===== src/rtl/load_store_unit.sv =====
// Load/store unit: converts core lb/lw/sb/sw into single-beat bus accesses.
// The core stalls until the access completes, faults on misalignment, or times out.
module load_store_unit #(
  parameter int TIMEOUT = 255
) (
  input  logic        clk,
  input  logic        reset,
  input  logic        mem_req,
  input  logic        mem_we,
  input  logic [2:0]  funct3,
  input  logic [31:0] addr,
  input  logic [31:0] wdata,
  output logic [31:0] rdata,
  output logic        stall,
  output logic        fault,
  output logic        bus_valid,
  input  logic        bus_ready,
  output logic        bus_we,
  output logic [31:0] bus_addr,
  output logic [3:0]  bus_be,
  output logic [31:0] bus_wdata,
  input  logic [31:0] bus_rdata
);
  typedef enum logic [1:0] {IDLE = 2'd0, REQ = 2'd1, DONE = 2'd2} state_t;
  localparam logic [16:0] TO = 17'(TIMEOUT);

  state_t          state, state_nx;
  logic [15:0]     cnt;
  logic            lat_we, lat_word;
  logic [31:0]     lat_addr, lat_wdata;
  logic [3:0][7:0] rd_lane;
  logic [3:0]      be_byte;
  logic            legal, timeout;

  assign legal   = (funct3 == 3'b000) || (funct3 == 3'b010 && addr[1:0] == 2'b00);
  // Abort on the cycle whose wait would bring the count up to TIMEOUT.
  assign timeout = (state == REQ) && !bus_ready && (({1'b0, cnt} + 17'd1) == TO);
  assign rd_lane = bus_rdata;

  genvar i;
  generate
    for (i = 0; i < 4; i++) begin : g_be
      assign be_byte[i] = (lat_addr[1:0] == 2'(i));
    end
  endgenerate

  assign bus_we    = lat_we;
  assign bus_addr  = {lat_addr[31:2], 2'b00};
  assign bus_be    = lat_word ? 4'hF : be_byte;
  assign bus_wdata = lat_word ? lat_wdata : {4{lat_wdata[7:0]}};

  always_ff @(posedge clk or negedge reset) begin
    if (!reset) state <= IDLE;
    else        state <= state_nx;
  end

  always_comb begin
    state_nx = state;
    case (state)
      IDLE:    if (mem_req) state_nx = legal ? REQ : DONE;
      REQ:     if (bus_ready || timeout) state_nx = DONE;
      DONE:    state_nx = IDLE;
      default: state_nx = IDLE;
    endcase
  end

  always_comb begin
    stall     = (state == REQ) || (state == IDLE && mem_req);
    bus_valid = (state == REQ);
  end

  always_ff @(posedge clk or negedge reset) begin
    if (!reset) begin
      cnt       <= '0;
      rdata     <= '0;
      fault     <= 1'b0;
      lat_we    <= 1'b0;
      lat_word  <= 1'b0;
      lat_addr  <= '0;
      lat_wdata <= '0;
    end else begin
      fault <= 1'b0;
      case (state)
        IDLE: if (mem_req) begin
          if (legal) begin
            lat_we    <= mem_we;
            lat_word  <= funct3[1];
            lat_addr  <= addr;
            lat_wdata <= wdata;
            cnt       <= '0;
          end else begin
            fault <= 1'b1;
          end
        end
        REQ: begin
          if (bus_ready) begin
            if (!lat_we) rdata <= lat_word ? bus_rdata : {24'h0, rd_lane[lat_addr[1:0]]};
            cnt <= '0;
          end else if (timeout) begin
            rdata <= '0;
            fault <= 1'b1;
            cnt   <= '0;
          end else begin
            cnt <= cnt + 16'd1;
          end
        end
        default: ;
      endcase
    end
  end
endmodule


===== config.mk =====
export PLATFORM = sky130hd
export DESIGN_NAME = load_store_unit
export DESIGN_NICKNAME = d
export VERILOG_FILES = /design/src/rtl/load_store_unit.sv
export SDC_FILE = /design/constraint.sdc
export NUM_CORES = 1
export LEC_CHECK = 0
export CAP_MARGIN = 30
export CORE_ASPECT_RATIO = 1.75
export CORE_MARGIN = 1.5
export CORE_UTILIZATION = 25
export CTS_BUF_LIST = sky130_fd_sc_hd__clkbuf_4
export DETAILED_ROUTE_END_ITERATION = 16
export GPL_TIMING_DRIVEN = 0
export PLACE_DENSITY = 0.57
export SLEW_MARGIN = 0
export SYNTH_ARGS = -nofsm -noshare
export SYNTH_HDL_FRONTEND = slang
export SYNTH_SLANG_ARGS = --single-unit
export TNS_END_PERCENT = 1

===== constraint.sdc =====
create_clock -name clk -period 2.8 [get_ports clk]
set_clock_uncertainty 0.05 [all_clocks]
set_input_delay 0.7 -clock clk [delete_from_list [all_inputs] [get_ports clk]]
set_output_delay 0.7 -clock clk [all_outputs]
set_load 0.005 [all_outputs]

==> run_results.csv <==
group,metric,value,unit
floorplan,dieArea,24100,um^2
final_layout,fin_cells,1068,
logic_synthesis,syn-cell-area,5790,um^2
power_and_ir_drop,peakVddDrop,0.000214,V
drt,wl_per_cell,17.4,um
critical_path,critical-path-max-stage-delay,0.64,ns
logic_synthesis,ys_async_sr_fraction,100,%
critical_path,critPathRequiredTime,3.15,ns
final_layout,final_core_util,38.4,%
critical_path,ff2ff_path_depth,9,
critical_path,crit_arrival,3.06,ns
logic_synthesis,synth_area_per_cell,11.0,um^2
global_routing,grt_max_degree,68,
critical_path,crit_chain,"clkdlybuf4s50_1, o21ai_2, nand2_1, or4b_2, clkbuf_1, buf_1, mux2_2",
critical_path,end_kind,"flip-flop",
sta,period_share,96.9,%
outcome,status,"complete, no violations",
drt,drt_first_pass_iters,4,
floorplan,die_w,118,um
clocking,cts_buffers,17,
floorplan,coreArea,22700,um^2
global_routing,grt_pass1_vias,4856,
placement,hpwl,14.4,mm
sta,slew_violations,0,
clocking,clkTransAtPathRegs,0.11,ns
floorplan,io_pins,208,
global_routing,grt_first_pass_wirelength,28.6,mm
sta,rsz0062_at_grt,"false",
floorplan,die_h,204,um
global_routing,antenna_found_initial,1,
sta,period_minus_slack,2.71,ns
drt,routed_wl,18.6,mm
sta,max_freq,369,MHz
final_layout,drive_gt1_share,24.8,%
logic_synthesis,ys_ff_latch,117,
placement,port_buffers,205,
logic_synthesis,ys_seq_area_share,50.5,%
drt,ant_nets,0,
global_routing,grt-ovfl-total,0,
sta,slew_headroom,49.0,%
drt,drt_iter0_drc,201,
global_routing,grt_usage,15.6,%
sta,tightestPinTransition,0.765,ns
logic_synthesis,yosys.area.top_type,"dfrtp_1",
drt,viasPerCell,4.46,
clocking,clock_latency,0.52,ns
power_and_ir_drop,leakage,0.00392,uW
clocking,ctsHtreeMaxLevel,4,
critical_path,worstSetupPathType,"in2reg",
critical_path,crit_path_start_kind,"primary input",
power_and_ir_drop,intPower,4480,uW
final_layout,area_growth,50.6,%
logic_synthesis,yosysTopAreaCellShare,50.5,%
sta,setup_ws,0.0865,ns
critical_path,r2r_start,"cnt[0]",
power_and_ir_drop,cellPowerDensity,726,nW/um^2
floorplan,start_util,25.5,%
critical_path,cp_slowest_cell,"or4b_2",
critical_path,r2r-end,"rdata[23]",
critical_path,crit_family,"buffers and inverters",
logic_synthesis,synth_ff_type,"dfrtp_1",
placement,place.gp.congestion,0.829,
placement,post-place-ws,-0.707,ns
placement,dp.cells,1034,
clocking,cts_tree,"built",
critical_path,crit_fanout,10,
clocking,cts_hold_buf,0,
logic_synthesis,synthCells,526,
clocking,clk_path_buf_depth,2,
logic_synthesis,synth.area.top_cells,"dfrtp_1, mux2_2, buf_4, nand2_1, a22o_1",
clocking,cts_root_buffer,"clkbuf_4",
run,max_cap_viol_count,0,
final_layout,final_nets,861,
critical_path,crit_buf_inv,3,
logic_synthesis,yosysWarningCount,0,
drt,route.vias.total,4763,
sta,final.setup.tns,0,ns
power_and_ir_drop,sw_frac_of_total,29.3,%
sta,final_hold_viol_count,0,
floorplan,row_count,73,
sta,setup_viol,0,
power_and_ir_drop,p_switching,1860,uW
critical_path,reg2reg_slack,0.22,ns
clocking,clkSinkCount,117,
power_and_ir_drop,pwr-share-comb,41.5,%
power_and_ir_drop,pwr-share-seq,38.2,%
logic_synthesis,ys_types,56,
worst_hold_path,hold_class,"in2async",
drt,drc,0,
logic_synthesis,synth_edf_count,0,
power_and_ir_drop,power.share.clock,20.2,%
## repair_timing
action | CTS | global route
endpoints found under the setup margin | 78 | 55
buffers inserted | 3 | 1
resized for setup | 32 | 24
pin swaps | 1 | 1
## worst reg2reg max path, stage by stage (launching register included)
cell     delay [ns]
dfrtp_1        0.45
ha_2           0.25
and4_2         0.29
a311o_1        0.35
o21ai_1        0.13
nand3_2        0.12
nor4b_4        0.34
o21ai_4        0.13
buf_6          0.17
a22o_1         0.18
## cell usage after synthesis, types with 2 or more instances
library cell    n
o31ai_1         6
mux2i_1         8
o41ai_1         2
nor2_1         25
and2_1          2
nand3_1         8
nor3_1         10
o2bb2ai_1       8
a21oi_1        13
nor3b_1         2
buf_1           5
ha_1            2
nand2b_1       10
mux2_2         66
or2_2           2
dfrtp_1       117
clkbuf_1       14
buf_4          40
o21ai_0        22
buf_6           3
a31oi_1         4
and4_1          2
a21o_1          6
buf_2           9
nor4_1          2
a22o_1         27
xor2_1          2
and3_1          5
nand2_1        66
nand3_2         3
inv_1           6
xnor2_1         3
nand4_1         3
## registers in the layout, indices dropped and copies added, names as in the netlist
signal     cells
lat_addr      32
lat_wdata     32
rdata         32
cnt           16
state          2
bus_we         1
fault          1
lat_word       1
## layout make-up
cell class	count	area, um^2
inverters	7	27.5
clock inverters	11	134
well taps	300	375
plain buffers	69	502
fillers	2219	14000
clock buffers	20	150
multi-input cells	332	2470
diodes	1	2.50
repair buffers	211	2130
flip-flops and latches	117	2930
## cell usage in the layout, fill, tap and decap left out, drive strengths merged, types with 2 or more instances in the layout
cell and instances:
clkdlybuf4s50 191, dfrtp 117, mux2 67, nand2 66, buf 66, clkbuf 30
a22o 27, nor2 25, o21ai 23, a21oi 13, nor3 11, nand3 11
nand2b 10, mux2i 8, o2bb2ai 8, dlygate4sd2 7, inv 7, o31ai 7
clkinv 7, a21o 6, dlymetal6s2s 6, and3 5, a31oi 4, nor4 4
xnor2 3, nand4 3, bufinv 3, nor3b 2, xor2 2, and2 2
or2 2, o41ai 2, conb 2, and4 2, ha 2
## worst max-delay path by stage
stage                     cells past startpoint       endpoint      from  slack, ns
after floorplan                               7    lat_addr[0]   addr[1]       0.27
after global placement                        1    lat_addr[6]     reset      -4.08
after detailed placement                      8  lat_wdata[29]   addr[1]      -0.71
after CTS                                     5  bus_wdata[16]  lat_word      -0.03
after global routing                          4  bus_wdata[31]  lat_word       0.01
final                                         7   lat_wdata[9]   addr[1]       0.09
## metal layers
metal	global-route usage (%)	routed length (um)
met5	0	0
met1	15.9	6820
met3	3.24	710
met2	30.6	10700
met4	6.01	391
## cell families (layout without fill, tap and decap cells)
family	Yosys count	after routing	synth area share, %
other	1	3	0.0647
multiplexers	75	75	14.4
AO/OA/AOI/OAI	96	96	12.0
adder cells (fa/ha/maj)	2	2	0.432
buffers and inverters	78	318	8.23
XOR/XNOR	5	5	0.756
AND/OR/NAND/NOR	152	152	13.6
flip-flops	117	117	50.5
## metrics by stage
stage | total power (uW) | hold slack, ns | cell area [um^2]
6_report | 6340 | 0.0516 | 8730
5_1_grt | 6730 | 0.0414 | 8730
4_1_cts | 6410 | 0.0223 | 8630
3_5_place_dp | 5020 | 0.424 | 8260
3_3_place_gp | 5000 | 0.424 | 8220
2_1_floorplan | 3470 | 0.354 | 5800
## power groups by stage
stage / clock network, uW / registers (uW) / logic, uW
finish: 1280 / 2420 / 2630
global route: 1410 / 2490 / 2830
CTS: 1330 / 2410 / 2660
detailed placement: 0 / 2430 / 2590
global placement: 0 / 2420 / 2580
floorplan: 0 / 2380 / 1090
Power figures use the tool's default switching activity.
